===== src/rtl/decode_ctrl_pipe_if.sv =====
// decode_ctrl_pipe_if: IF/ID inputs, EX feedback and registered ID/EX control bundle
interface decode_ctrl_pipe_if #(parameter int REG_W = 5);
    logic [31:0] instr_i;
    logic instr_valid_i, stall_i, flush_i, ex_memread_i;
    logic [REG_W-1:0] ex_rd_i;
    logic id_ready_o, hazard_o, ex_valid_o;
    logic ex_regwrite_o, ex_alusrc_o, ex_memwrite_o, ex_memread_o;
    logic ex_branch_o, ex_jump_o, ex_jalr_o, ex_asel_pc_o;
    logic [3:0] ex_aluctrl_o;
    logic [2:0] ex_immsrc_o, ex_funct3_o;
    logic [1:0] ex_resultsrc_o, halt_cause_o;
    logic [REG_W-1:0] ex_rd_o, ex_rs1_o, ex_rs2_o;
    logic halted_o;
    modport master (
        output instr_i, instr_valid_i, stall_i, flush_i, ex_rd_i, ex_memread_i,
        input id_ready_o, hazard_o, ex_valid_o, ex_regwrite_o, ex_alusrc_o, ex_memwrite_o,
        ex_memread_o, ex_branch_o, ex_jump_o, ex_jalr_o, ex_asel_pc_o, ex_aluctrl_o,
        ex_immsrc_o, ex_resultsrc_o, ex_funct3_o, ex_rd_o, ex_rs1_o, ex_rs2_o,
        halted_o, halt_cause_o
    );
    modport slave (
        input instr_i, instr_valid_i, stall_i, flush_i, ex_rd_i, ex_memread_i,
        output id_ready_o, hazard_o, ex_valid_o, ex_regwrite_o, ex_alusrc_o, ex_memwrite_o,
        ex_memread_o, ex_branch_o, ex_jump_o, ex_jalr_o, ex_asel_pc_o, ex_aluctrl_o,
        ex_immsrc_o, ex_resultsrc_o, ex_funct3_o, ex_rd_o, ex_rs1_o, ex_rs2_o,
        halted_o, halt_cause_o
    );
endinterface


===== src/rtl/decode_ctrl_pipe.sv =====
// decode_ctrl_pipe: RV32I ID-stage decoder with ID/EX register and drain/halt FSM.
// Define HAZARD_DETECT_EN to enable load-use hazard detection (otherwise hazard_o = 0).
module decode_ctrl_pipe #(
    parameter int DRAIN_CYCLES = 3,
    parameter int REG_W = 5
) (
    input logic clk,
    input logic rst,
    decode_ctrl_pipe_if.slave bus
);
    typedef enum logic [1:0] {RUN, DRAIN, HALT} state_t;
    typedef struct packed {
        logic valid, regwrite, alusrc, memwrite, memread, branch, jump, jalr, asel_pc;
        logic [3:0] aluctrl;
        logic [2:0] immsrc;
        logic [1:0] resultsrc;
        logic [2:0] funct3;
        logic [REG_W-1:0] rd, rs1, rs2;
    } ctrl_t;
    localparam int CW = DRAIN_CYCLES > 1 ? $clog2(DRAIN_CYCLES) : 1;
    state_t state, state_n;
    logic [CW-1:0] cnt, cnt_n;
    logic [1:0] cause, cause_n, dec_cause;
    ctrl_t dec, q;
    logic rs1_used, rs2_used, take;
    logic [6:0] op, f7;
    logic [2:0] f3;
    assign op = bus.instr_i[6:0];
    assign f3 = bus.instr_i[14:12];
    assign f7 = bus.instr_i[31:25];
    function automatic logic [3:0] alu_op(input logic [2:0] f, input logic alt);
        case (f)
            3'b000: alu_op = alt ? 4'b0001 : 4'b0000;
            3'b001: alu_op = 4'b0010;
            3'b010: alu_op = 4'b0011;
            3'b011: alu_op = 4'b0100;
            3'b100: alu_op = 4'b0101;
            3'b101: alu_op = alt ? 4'b1001 : 4'b1000;
            3'b110: alu_op = 4'b0110;
            default: alu_op = 4'b0111;
        endcase
    endfunction
    // dec_cause doubles as the legality flag: nonzero means system or illegal
    always_comb begin
        dec = '0;
        dec_cause = 2'b00;
        rs1_used = 1'b0;
        rs2_used = 1'b0;
        dec.valid = 1'b1;
        dec.funct3 = f3;
        dec.rd = REG_W'(bus.instr_i[11:7]);
        dec.rs1 = REG_W'(bus.instr_i[19:15]);
        dec.rs2 = REG_W'(bus.instr_i[24:20]);
        case (op)
            7'b0110011: begin
                dec.regwrite = 1'b1;
                dec.aluctrl = alu_op(f3, bus.instr_i[30]);
                rs1_used = 1'b1;
                rs2_used = 1'b1;
                dec_cause = (f7 == 7'h00 || (f7 == 7'h20 && (f3 == 3'b000 || f3 == 3'b101))) ? 2'b00 : 2'b11;
            end
            7'b0010011: begin
                dec.regwrite = 1'b1;
                dec.alusrc = 1'b1;
                dec.aluctrl = alu_op(f3, f3 == 3'b101 && bus.instr_i[30]);
                rs1_used = 1'b1;
                dec_cause = ((f3 == 3'b001 && f7 != 7'h00) || (f3 == 3'b101 && {f7[6], f7[4:0]} != 6'h00)) ? 2'b11 : 2'b00;
            end
            7'b0000011: begin
                dec.regwrite = 1'b1;
                dec.alusrc = 1'b1;
                dec.memread = 1'b1;
                dec.resultsrc = 2'b01;
                rs1_used = 1'b1;
                dec_cause = (f3 == 3'b011 || f3[2:1] == 2'b11) ? 2'b11 : 2'b00;
            end
            7'b0100011: begin
                dec.alusrc = 1'b1;
                dec.memwrite = 1'b1;
                dec.immsrc = 3'b001;
                rs1_used = 1'b1;
                rs2_used = 1'b1;
                dec_cause = (f3[2] || f3 == 3'b011) ? 2'b11 : 2'b00;
            end
            7'b1100011: begin
                dec.branch = 1'b1;
                dec.immsrc = 3'b010;
                dec.aluctrl = f3[2] ? (f3[1] ? 4'b0100 : 4'b0011) : 4'b0001;
                rs1_used = 1'b1;
                rs2_used = 1'b1;
                dec_cause = (f3[2:1] == 2'b01) ? 2'b11 : 2'b00;
            end
            7'b1101111: begin
                dec.regwrite = 1'b1;
                dec.jump = 1'b1;
                dec.immsrc = 3'b100;
                dec.resultsrc = 2'b10;
            end
            7'b1100111: begin
                dec.regwrite = 1'b1;
                dec.jalr = 1'b1;
                dec.alusrc = 1'b1;
                dec.resultsrc = 2'b10;
                rs1_used = 1'b1;
            end
            7'b0110111: begin
                dec.regwrite = 1'b1;
                dec.alusrc = 1'b1;
                dec.aluctrl = 4'b1010;
                dec.immsrc = 3'b011;
            end
            7'b0010111: begin
                dec.regwrite = 1'b1;
                dec.alusrc = 1'b1;
                dec.asel_pc = 1'b1;
                dec.immsrc = 3'b011;
            end
            7'b1110011: dec_cause = bus.instr_i == 32'h0000_0073 ? 2'b01 : bus.instr_i == 32'h0010_0073 ? 2'b10 : 2'b11;
            default: dec_cause = 2'b11;
        endcase
    end
`ifdef HAZARD_DETECT_EN
    assign bus.hazard_o = bus.ex_memread_i && bus.ex_rd_i != '0 && bus.instr_valid_i && state == RUN &&
                          ((bus.ex_rd_i == dec.rs1 && rs1_used) || (bus.ex_rd_i == dec.rs2 && rs2_used));
`else
    logic unused_hazard_in;
    assign unused_hazard_in = ^{bus.ex_rd_i, bus.ex_memread_i};
    assign bus.hazard_o = 1'b0;
`endif
    assign bus.id_ready_o = state == RUN && !bus.stall_i && !bus.hazard_o;
    assign take = bus.id_ready_o && bus.instr_valid_i && !bus.flush_i;
    always_comb begin
        state_n = state;
        cnt_n = cnt;
        cause_n = cause;
        case (state)
            RUN: if (take && dec_cause != 2'b00) begin
                state_n = DRAIN;
                cnt_n = CW'(DRAIN_CYCLES - 1);
                cause_n = dec_cause;
            end
            DRAIN: if (bus.flush_i) begin
                state_n = RUN;
                cause_n = 2'b00;
            end else if (cnt == '0) state_n = HALT;
            else cnt_n = cnt - CW'(1);
            default: ;
        endcase
    end
    always_ff @(posedge clk) begin
        if (rst) begin
            state <= RUN;
            cnt <= '0;
            cause <= 2'b00;
        end else begin
            state <= state_n;
            cnt <= cnt_n;
            cause <= cause_n;
        end
    end
    // system/illegal instructions are consumed but enter EX as bubbles
    always_ff @(posedge clk) begin
        if (rst || bus.flush_i) q <= '0;
        else if (!bus.stall_i) q <= (take && dec_cause == 2'b00) ? dec : '0;
    end
    assign {bus.ex_valid_o, bus.ex_regwrite_o, bus.ex_alusrc_o, bus.ex_memwrite_o, bus.ex_memread_o,
            bus.ex_branch_o, bus.ex_jump_o, bus.ex_jalr_o, bus.ex_asel_pc_o, bus.ex_aluctrl_o,
            bus.ex_immsrc_o, bus.ex_resultsrc_o, bus.ex_funct3_o, bus.ex_rd_o, bus.ex_rs1_o, bus.ex_rs2_o} = q;
    assign bus.halted_o = state == HALT;
    assign bus.halt_cause_o = cause;
endmodule


===== src/flat_wrapper.sv =====
// flat-port wrapper written by rule: the top's interface ports become plain ports
module decode_ctrl_pipe_flat 
#(
    parameter int DRAIN_CYCLES = 3,
    parameter int REG_W = 5
)
  (clk, rst, bus_instr_i, bus_instr_valid_i, bus_stall_i, bus_flush_i, bus_ex_rd_i, bus_ex_memread_i, bus_id_ready_o, bus_hazard_o, bus_ex_valid_o, bus_ex_regwrite_o, bus_ex_alusrc_o, bus_ex_memwrite_o, bus_ex_memread_o, bus_ex_branch_o, bus_ex_jump_o, bus_ex_jalr_o, bus_ex_asel_pc_o, bus_ex_aluctrl_o, bus_ex_immsrc_o, bus_ex_resultsrc_o, bus_ex_funct3_o, bus_ex_rd_o, bus_ex_rs1_o, bus_ex_rs2_o, bus_halted_o, bus_halt_cause_o);
  decode_ctrl_pipe_if #(.REG_W(REG_W)) bus_i ();
  input logic clk;
  input logic rst;
  input wire logic [$bits(bus_i.instr_i)-1:0] bus_instr_i;
  input wire logic [$bits(bus_i.instr_valid_i)-1:0] bus_instr_valid_i;
  input wire logic [$bits(bus_i.stall_i)-1:0] bus_stall_i;
  input wire logic [$bits(bus_i.flush_i)-1:0] bus_flush_i;
  input wire logic [$bits(bus_i.ex_rd_i)-1:0] bus_ex_rd_i;
  input wire logic [$bits(bus_i.ex_memread_i)-1:0] bus_ex_memread_i;
  output wire logic [$bits(bus_i.id_ready_o)-1:0] bus_id_ready_o;
  output wire logic [$bits(bus_i.hazard_o)-1:0] bus_hazard_o;
  output wire logic [$bits(bus_i.ex_valid_o)-1:0] bus_ex_valid_o;
  output wire logic [$bits(bus_i.ex_regwrite_o)-1:0] bus_ex_regwrite_o;
  output wire logic [$bits(bus_i.ex_alusrc_o)-1:0] bus_ex_alusrc_o;
  output wire logic [$bits(bus_i.ex_memwrite_o)-1:0] bus_ex_memwrite_o;
  output wire logic [$bits(bus_i.ex_memread_o)-1:0] bus_ex_memread_o;
  output wire logic [$bits(bus_i.ex_branch_o)-1:0] bus_ex_branch_o;
  output wire logic [$bits(bus_i.ex_jump_o)-1:0] bus_ex_jump_o;
  output wire logic [$bits(bus_i.ex_jalr_o)-1:0] bus_ex_jalr_o;
  output wire logic [$bits(bus_i.ex_asel_pc_o)-1:0] bus_ex_asel_pc_o;
  output wire logic [$bits(bus_i.ex_aluctrl_o)-1:0] bus_ex_aluctrl_o;
  output wire logic [$bits(bus_i.ex_immsrc_o)-1:0] bus_ex_immsrc_o;
  output wire logic [$bits(bus_i.ex_resultsrc_o)-1:0] bus_ex_resultsrc_o;
  output wire logic [$bits(bus_i.ex_funct3_o)-1:0] bus_ex_funct3_o;
  output wire logic [$bits(bus_i.ex_rd_o)-1:0] bus_ex_rd_o;
  output wire logic [$bits(bus_i.ex_rs1_o)-1:0] bus_ex_rs1_o;
  output wire logic [$bits(bus_i.ex_rs2_o)-1:0] bus_ex_rs2_o;
  output wire logic [$bits(bus_i.halted_o)-1:0] bus_halted_o;
  output wire logic [$bits(bus_i.halt_cause_o)-1:0] bus_halt_cause_o;
  assign bus_i.instr_i = bus_instr_i;
  assign bus_i.instr_valid_i = bus_instr_valid_i;
  assign bus_i.stall_i = bus_stall_i;
  assign bus_i.flush_i = bus_flush_i;
  assign bus_i.ex_rd_i = bus_ex_rd_i;
  assign bus_i.ex_memread_i = bus_ex_memread_i;
  assign bus_id_ready_o = bus_i.id_ready_o;
  assign bus_hazard_o = bus_i.hazard_o;
  assign bus_ex_valid_o = bus_i.ex_valid_o;
  assign bus_ex_regwrite_o = bus_i.ex_regwrite_o;
  assign bus_ex_alusrc_o = bus_i.ex_alusrc_o;
  assign bus_ex_memwrite_o = bus_i.ex_memwrite_o;
  assign bus_ex_memread_o = bus_i.ex_memread_o;
  assign bus_ex_branch_o = bus_i.ex_branch_o;
  assign bus_ex_jump_o = bus_i.ex_jump_o;
  assign bus_ex_jalr_o = bus_i.ex_jalr_o;
  assign bus_ex_asel_pc_o = bus_i.ex_asel_pc_o;
  assign bus_ex_aluctrl_o = bus_i.ex_aluctrl_o;
  assign bus_ex_immsrc_o = bus_i.ex_immsrc_o;
  assign bus_ex_resultsrc_o = bus_i.ex_resultsrc_o;
  assign bus_ex_funct3_o = bus_i.ex_funct3_o;
  assign bus_ex_rd_o = bus_i.ex_rd_o;
  assign bus_ex_rs1_o = bus_i.ex_rs1_o;
  assign bus_ex_rs2_o = bus_i.ex_rs2_o;
  assign bus_halted_o = bus_i.halted_o;
  assign bus_halt_cause_o = bus_i.halt_cause_o;
  decode_ctrl_pipe #(.DRAIN_CYCLES(DRAIN_CYCLES), .REG_W(REG_W)) u_core (.clk(clk), .rst(rst), .bus(bus_i));
endmodule

===== config.mk =====
export PLATFORM = sky130hd
export DESIGN_NAME = decode_ctrl_pipe_flat
export DESIGN_NICKNAME = d
export VERILOG_FILES = /design/src/rtl/decode_ctrl_pipe_if.sv /design/src/rtl/decode_ctrl_pipe.sv /design/src/flat_wrapper.sv
export SDC_FILE = /design/constraint.sdc
export NUM_CORES = 1
export LEC_CHECK = 0
export ABC_AREA = 1
export CAP_MARGIN = 20
export CORE_MARGIN = 2
export CORE_UTILIZATION = 49
export CTS_BUF_LIST = sky130_fd_sc_hd__clkbuf_8
export DETAILED_ROUTE_END_ITERATION = 6
export PLACE_DENSITY_LB_ADDON = 0.15
export SLEW_MARGIN = 20
export SYNTH_ARGS = -nofsm -noshare
export SYNTH_HDL_FRONTEND = slang
export SYNTH_SLANG_ARGS = --single-unit

===== constraint.sdc =====
create_clock -name clk -period 3.9 [get_ports clk]
set_clock_uncertainty 0.2 [all_clocks]
set_input_delay 1.17 -clock clk [delete_from_list [all_inputs] [get_ports clk]]
set_output_delay 1.17 -clock clk [all_outputs]
set_load 0.01 [all_outputs]

==> Flow_metrics.wiki, run 1 <==
{| class="wikitable"
! Metric !! Value
|-
| Run status || finished, final reports clean
|-
| Type of the worst setup path || input pin to output port
|-
| Hold-fix buffer count after cts || 0
|-
| Total die area || approximately 5000 µm²
|-
| First DRT Iteration DRCs || 155
|-
| Average wire per cell in the routed design || 12.0 µm
|-
| Yosys synthesis warning count || 0
|-
| Total count of hold-check failures in the final report || 0
|-
| Net Count, Synth || 379
|-
| Ys flop type || sky130_fd_sc_hd__dfxtp_1
|-
| Async S/R FF share, synth || 0%
|-
| Cell Pwr Density || just under 300 nW/µm²
|-
| Worst Slack Setup Final || roughly 0.12 ns
|-
| Total routed wirelength || 5540 µm
|-
| Worst skew pair latency || 0.29 ns
|-
| Crit. Startpoint || bus_stall_i
|-
| Normalized max-slew margin || a little over 60%
|-
| Number of maximum-capacitance constraint violations || 0
|-
| Critical Path Source Type || input pin
|-
| Die H || 70.6 µm
|-
| Crit path max-delay family || buffers and inverters
|-
| Cells along the critical path || clkdlybuf4s50_1, nor3_1, clkdlybuf4s50_1
|-
| Antenna Diode Count || 0
|-
| GR met3 Demand/Resource || 4.27%
|-
| Switching share of power || 23.7%
|-
| Clock-pin slew on the worst setup and hold paths || 0.08 ns
|-
| Share of final-layout standard cells stronger than drive strength 1 || 6.83%
|-
| Buffering stage count on the worst path with inverters included || 2
|-
| I/O pins || 84
|-
| Gates resized, CTS repair || 0
|-
| Clock tree root buffer cell || sky130_fd_sc_hd__clkbuf_8
|-
| Vias in the first global route || approximately 2100
|-
| Count of nets after finishing || 453
|-
| Leakage Power || 1.16 nW
|-
| Critical path data required time || approximately 2.5 ns
|-
| Total power of the final layout || 0.885 mW
|-
| Area of the placeable core || 4320 µm²
|-
| Initial core utilization || 50.3%
|-
| Number of buffers inserted by post-CTS setup repair || 0
|-
| IO Port Bufs || 76
|-
| Remaining design rule violation count || 0
|-
| Setup slack at placement || 0.110 ns
|-
| Area contributors post-synth || sky130_fd_sc_hd__dfxtp_1 (39%), sky130_fd_sc_hd__nand2_1 (21%), sky130_fd_sc_hd__a21oi_1 (9.7%)
|-
| Detailed Routing Iterations Pass 1 || 4
|-
| Clock tree from TritonCTS || done
|-
| Area of the mapped netlist || 2170 µm²
|-
| Data arrival time of the critical path || 2.41 ns
|-
| Global-route wire length before repair || around 9400 µm
|-
| Cell-internal power || 0.676 mW
|-
| Maximum root-to-sink buffer count || 2
|-
| Critical R2R Launch || u_core.state[0]
|-
| Overall track demand over capacity in global routing || between 20% and 30%
|-
| Maximum operating frequency || 0.264 GHz
|-
| Worst Setup End Kind || output port
|-
| Multi-input gate area || 1150 µm²
|-
| Library cell contributing the largest single delay on the critical path || sky130_fd_sc_hd__clkdlybuf4s50_1
|-
| Post-route setup TNS || 0 ns
|-
| Pin slew with the least headroom to its limit || approximately 0.57 ns
|-
| Cell variety after synth || 27
|-
| Number of setup violations in the final report || 0
|-
| RSZ-0062 raised after global routing || false
|-
| Synthesized instance count || 335
|-
| Std cell rows || 24
|-
| Number of H-tree branching levels || 2
|-
| Post-synth EDFFs || 0
|-
| Die X-Extent || slightly above 70 µm
|-
| Dominant cell by count in the synthesized netlist || sky130_fd_sc_hd__nand2_1
|-
| Initial antenna violation count || 0
|-
| Crit-path max cell delay || 0.57 ns
|-
| HPWL Detailed || between 4000 and 5000 µm
|-
| Syn Area/Cell || 6.49 µm²
|-
| Number of inserted filler cells in the final layout || about 400
|-
| Pin count of the biggest net entering global routing || 37
|-
| Synth-to-layout area growth || 41.3%
|-
| Post-synth top area cell || sky130_fd_sc_hd__dfxtp_1
|-
| Met2 usage in global routing || 38.5%
|-
| Worst supply voltage drop on vdd || between 0.00015 and 0.0002 V
|-
| Min-Delay Path Class || register to register
|-
| Time the final worst path needs with I/O delays and setup || 3.78 ns
|-
| Final RePlAce weighted congestion || 0.883
|-
| Hold path start || u_core.bus.ex_rs1_o[3]
|-
| Most heavily used metal layer in global routing || met2
|-
| Share of power burned in the clock network || 37.7%
|-
| Met1 demand-to-capacity share in global routing || 30.3%
|-
| Highest net fanout along the worst path || 2
|-
| Slew Viols, Final || 0
|-
| Count of vias placed by the detailed router || about 2400
|-
| Switch Pwr || 0.210 mW
|-
| FF+latch area || 841 µm²
|-
| Clock buffer count from CTS || 5
|-
| Yosys top cell area share || 38.7%
|-
| Flip-flop and latch count after synthesis || 42
|-
| Library cell appearing most often on the critical path || sky130_fd_sc_hd__clkdlybuf4s50_1
|-
| Most numerous cell types in the synthesized netlist || sky130_fd_sc_hd__nand2_1 (119), sky130_fd_sc_hd__a21oi_1 (42), sky130_fd_sc_hd__dfxtp_1 (42)
|-
| Ratio of routed vias to standard cells || about 5.1
|-
| Clock sinks || 42
|-
| Sequential group share of total power || between 40% and 50%
|-
| Part of the power in combinational logic || 13.2%
|-
| Final critical-path share of the clock period || between 90% and 100%
|-
| DRT antenna net count || 0
|-
| Global route overflow || 0
|-
| Register area share after synthesis || ~39%
|}
-- state kept, by name, summed over array words and instances, names as in the netlist --
name and count:
u_core.bus.ex_rd_o 5, u_core.bus.ex_asel_pc_o 1, u_core.bus.ex_rs2_o 5, u_core.bus.ex_memread_o 1, u_core.bus.ex_rs1_o 5, u_core.bus.ex_memwrite_o 1, u_core.bus.ex_resultsrc_o 2, u_core.bus.ex_jump_o 1
u_core.bus.halt_cause_o 2, u_core.bus.ex_jalr_o 1, u_core.cnt 2, u_core.state 2, u_core.bus.ex_funct3_o 3, u_core.bus.ex_aluctrl_o 4, u_core.bus.ex_immsrc_o 3, u_core.bus.ex_regwrite_o 1
u_core.bus.ex_branch_o 1, u_core.bus.ex_valid_o 1, u_core.bus.ex_alusrc_o 1
-- worst register-to-register path, stage by stage (launching register included) --
cell	delay, ns
sky130_fd_sc_hd__dfxtp_1	0.34
sky130_fd_sc_hd__nor3_1	0.22
sky130_fd_sc_hd__nand3_1	0.18
sky130_fd_sc_hd__nor2_4	0.16
sky130_fd_sc_hd__buf_12	0.20
sky130_fd_sc_hd__nand3_1	0.17
sky130_fd_sc_hd__a21oi_1	0.16
-- power by group through the flow --
| stage | sequential [mW] | combinational (mW) | clock (mW) |
|---|---|---|---|
| 2_1_floorplan | 0.445 | 0.0563 | 0 |
| 3_3_place_gp | 0.445 | 0.116 | 0 |
| 3_5_place_dp | 0.445 | 0.117 | 0 |
| 4_1_cts | 0.435 | 0.117 | 0.339 |
| 5_1_grt | 0.435 | 0.130 | 0.357 |
| 6_report | 0.435 | 0.117 | 0.334 |
-- cell usage in the layout (no fill, tap or decap), types with 2 or more instances in the layout --
master                            synthesis  final
sky130_fd_sc_hd__inv_2                    2      2
sky130_fd_sc_hd__clkinv_2                 0      2
sky130_fd_sc_hd__nor2_1                  37     37
sky130_fd_sc_hd__o21ai_0                  9      9
sky130_fd_sc_hd__clkdlybuf4s50_1          0     76
sky130_fd_sc_hd__nand3b_1                 2      2
sky130_fd_sc_hd__nor2_4                   2      2
sky130_fd_sc_hd__nand4_1                  3      3
sky130_fd_sc_hd__nor3_1                   4      4
sky130_fd_sc_hd__buf_4                    2      3
sky130_fd_sc_hd__dfxtp_1                 42     42
sky130_fd_sc_hd__nand2_1                119    119
sky130_fd_sc_hd__nand3_2                  2      2
sky130_fd_sc_hd__nand2_2                  2      2
sky130_fd_sc_hd__nand3_1                 18     18
sky130_fd_sc_hd__a21oi_1                 42     42
sky130_fd_sc_hd__nor2_2                   5      5
sky130_fd_sc_hd__inv_1                   25     25
sky130_fd_sc_hd__clkbuf_8                 0      5
-- per-stage QoR --
step | cell area (µm²) | util (%) | hold slack (ns) | cells
2_1_floorplan | 2170 | - | 0.233 | 335
3_3_place_gp | 2960 | 68.5 | 0.244 | 454
3_5_place_dp | 2960 | 68.5 | 0.254 | 454
4_1_cts | 3070 | 71.0 | 0.267 | 462
5_1_grt | 3070 | 71.0 | 0.282 | 462
6_report | 3070 | 71.0 | 0.264 | 462
-- metal layers --
layer | vias to the layer above | part of all wire [%]
li1 | 1221 | -
met1 | 1059 | 44
met2 | 71 | 48
met3 | 10 | 5.4
met4 | 0 | 1.7
met5 | - | 0
-- final timing paths --
check,end,slack [ns],cells after the start
setup / recovery,bus_id_ready_o,0.12,3
hold / removal,u_core.bus.ex_rs1_o[3],0.26,2
setup reg to reg,u_core.bus.ex_immsrc_o[2],2.21,6
hold reg to reg,u_core.bus.ex_rs1_o[3],0.26,2
-- cell type report --
| class | instances | area share, % |
|---|---|---|
| Inverter | 27 | 3.30 |
| Clock buffer | 5 | 2.24 |
| Tap cell | 52 | 2.12 |
| Multi-Input combinational cell | 253 | 37.5 |
| Clock inverter | 3 | 1.30 |
| Timing Repair Buffer | 80 | 26.2 |
| Sequential cell | 42 | 27.4 |
-- cells by family after synthesis --
kind of cell               count (synthesis)  share of synthesized area, %
and+or+nand+nor                          195                          38.3
AOI/OAI and AO/OA                         56                          13.9
DFF                                       42                          38.7
buffers and inverters                     40                          8.34
adders and majority gates                  1                         0.575
other                                      1                         0.172
(Power assumes the default switching activity.)
==> run 2: changes to the inputs <==
- CORE_UTILIZATION: 49 -> 41
- clock period: 3.9 -> 3.2 ns (I/O delays scaled with it)
==> Flow_metrics.wiki, run 2 (synthesized netlist as in run 1, its figures left out) <==
{| class="wikitable"
! Metric !! Value
|-
| Total routed wirelength || 5810 µm (+4.8%)
|-
| Slew Viols, Final || 0 (unchanged)
|-
| Vias in the first global route || 2148 (+0.51%)
|-
| Critical R2R Launch || u_core.cnt[0]
|-
| Final std cells w/o fill || 495 (+7.1%)
|-
| R2R depth || 5 (-1)
|-
| Most common cell after layout, fill and taps aside || sky130_fd_sc_hd__nand2_1
|-
| Global-route wire length before repair || 9790 µm (+4.3%)
|-
| Remaining design rule violation count || 0 (unchanged)
|-
| Worst skew pair latency || 0.29 ns (about the same)
|-
| Dpl cell area || 3100 µm² (+4.6%)
|-
| Worst Slack Setup Final || 0.0913 ns (-0.0242 ns)
|-
| Initial antenna violation count || 0 (unchanged)
|-
| Cell-internal power || 0.776 mW (+15%)
|-
| First DRT Iteration DRCs || 152 (-1.9%)
|-
| Maximum root-to-sink buffer count || 2 (unchanged)
|-
| Maximum operating frequency || 0.322 GHz
|-
| HPWL Detailed || 4450 µm (+6.3%)
|-
| Detailed Routing Iterations Pass 1 || 4 (unchanged)
|-
| Cell Pwr Density || 327 nW/µm² (+13%)
|-
| Inst Count DP || 487 (+7.3%)
|-
| Number of H-tree branching levels || 2 (unchanged)
|-
| Crit. Startpoint || bus_stall_i
|-
| Run status || finished, final reports clean
|-
| Post-route setup TNS || 0 ns (unchanged)
|-
| Std cell rows || 26 (+8.3%)
|-
| Highest net fanout along the worst path || 2 (unchanged)
|-
| Setup slack at placement || -0.248 ns (-0.358 ns)
|-
| Worst supply voltage drop on vdd || 0.000195 V (+7.1%)
|-
| Total count of hold-check failures in the final report || 0 (unchanged)
|-
| Switch Pwr || 0.269 mW (+28%)
|-
| Pin count of the biggest net entering global routing || 37 (unchanged)
|-
| Die H || 76.8 µm (+8.8%)
|-
| Global route overflow || 0 (unchanged)
|-
| Final RePlAce weighted congestion || 0.873 (-1.1%)
|-
| Clock tree from TritonCTS || done
|-
| Switching share of power || 25.8% (+2.1 points)
|-
| Hold path start || u_core.bus.ex_valid_o
|-
| RSZ-0062 raised after global routing || false
|-
| Antenna Diode Count || 0 (unchanged)
|-
| Hold-fix buffer count after cts || 0 (unchanged)
|-
| Total power of the final layout || 1.04 mW (+18%)
|-
| Ratio of routed vias to standard cells || 4.80 (-6.2%)
|-
| Share of final-layout standard cells stronger than drive strength 1 || 10.6% (+3.8 points)
|-
| Total die area || 5900 µm² (+18%)
|-
| DRT antenna net count || 0 (unchanged)
|-
| Time the final worst path needs with I/O delays and setup || 3.11 ns
|-
| Data arrival time of the critical path || 1.95 ns (-0.46 ns)
|-
| Average wire per cell in the routed design || 11.7 µm (-2.2%)
|-
| Overall track demand over capacity in global routing || 20.2% (-2.9 points)
|-
| Share of power burned in the clock network || 34.4% (-3.3 points)
|-
| Sequential group share of total power || 50.7% (+1.6 points)
|-
| Setup slack of the most critical reg-to-reg path || 1.54 ns (-0.67 ns)
|-
| Die X-Extent || 76.8 µm (+8.8%)
|-
| Type of the worst setup path || input pin to output port
|-
| Count of nets after finishing || 468 (+3.3%)
|-
| Critical Path Source Type || input pin
|-
| Clock buffer count from CTS || 5 (unchanged)
|-
| Count of vias placed by the detailed router || 2374 (+0.55%)
|-
| Commonest cells after routing, fill and taps aside || sky130_fd_sc_hd__nand2_1 (119), sky130_fd_sc_hd__clkdlybuf4s50_1 (75), sky130_fd_sc_hd__a21oi_1 (42), sky130_fd_sc_hd__dfxtp_1 (42), sky130_fd_sc_hd__nor2_1 (36)
|-
| Number of setup violations in the final report || 0 (unchanged)
|-
| Finished layout cell area || 3200 µm² (+4.2%)
|-
| Min-Delay Path Class || register to register
|-
| Critical path data required time || 2.04 ns (-0.49 ns)
|-
| Pin slew with the least headroom to its limit || 0.622 ns (+0.0518 ns)
|-
| Synth-to-layout area growth || 47.1%
|-
| Initial core utilization || 42.6% (-7.7 points)
|-
| I/O pins || 84 (unchanged)
|-
| Final critical-path share of the clock period || 97.1%
|-
| Terminus of the critical flop-to-flop path || u_core.cnt[1]
|-
| Clock-pin slew on the worst setup and hold paths || 0.08 ns (about the same)
|-
| Normalized max-slew margin || 58.1% (-3.5 points)
|-
| Number of maximum-capacitance constraint violations || 0 (unchanged)
|-
| Critical path endpoint || bus_id_ready_o
|-
| Clock tree root buffer cell || sky130_fd_sc_hd__clkbuf_8
|-
| Area of the placeable core || 5110 µm² (+18%)
|-
| Clock sinks || 42 (unchanged)
|-
| Part of the power in combinational logic || 15.0% (+1.8 points)
|-
| Leakage Power || 1.22 nW (+5.6%)
|-
| IO Port Bufs || 76 (unchanged)
|-
| Worst Setup End Kind || output port
|}
==> run 2: worst max-delay path, stage by stage <==
cell and delay (ns):
sky130_fd_sc_hd__clkdlybuf4s50_1 0.45, sky130_fd_sc_hd__nor3_2 0.23, sky130_fd_sc_hd__dlygate4sd2_1 0.30
==> run 2: cell type report <==
cell class | instances | area [µm²]
clock buffers | 6 | 82.6
inverters | 27 | 101
flip-flops and latches | 42 | 841
multi-input cells | 253 | 1160
clock inverters | 2 | 12.5
well taps | 70 | 87.6
repair buffers | 95 | 915
fillers | 526 | 1910
==> run 2: repair_timing <==
action / 4_1_cts / 5_1_grt
setup buffers: 0 / 0
setup endpoints to repair: 1 / 7
hold endpoints to repair: 0 / 0
gates resized for setup: 2 / 1
==> run 2: power groups by stage <==
stage	Clock (mW)	Combinational [mW]	Sequential, mW
finish	0.359	0.156	0.530
global route	0.393	0.172	0.531
CTS	0.368	0.156	0.530
detailed placement	0	0.155	0.542
global placement	0	0.153	0.542
floorplan	0	0.0686	0.542
==> run 2: layer usage <==
metal	track usage, %	share of wire (%)	vias to the layer above
met1	27.0	46	1066
li1	-	-	1241
met3	4.12	4.6	8
met4	6.00	1.0	0
met5	0	0	-
met2	32.9	48	59
==> run 2: how the worst min path moves through the flow <==
stage	cells past startpoint	end	slack (ns)
after floorplan	2	u_core.cnt[1]	0.23
after global routing	2	u_core.bus.ex_valid_o	0.28
after CTS	2	u_core.bus.ex_memwrite_o	0.27
after global placement	2	u_core.bus.ex_rs2_o[4]	0.25
final	2	u_core.bus.ex_valid_o	0.27
after detailed placement	2	u_core.bus.ex_memwrite_o	0.25
==> run 2: metrics by stage <==
stage | utilization (%) | hold WS [ns]
detailed placement | 60.7 | 0.255
finish | 62.6 | 0.266
CTS | 62.6 | 0.267
floorplan | - | 0.233
global route | 62.6 | 0.283
global placement | 60.7 | 0.245
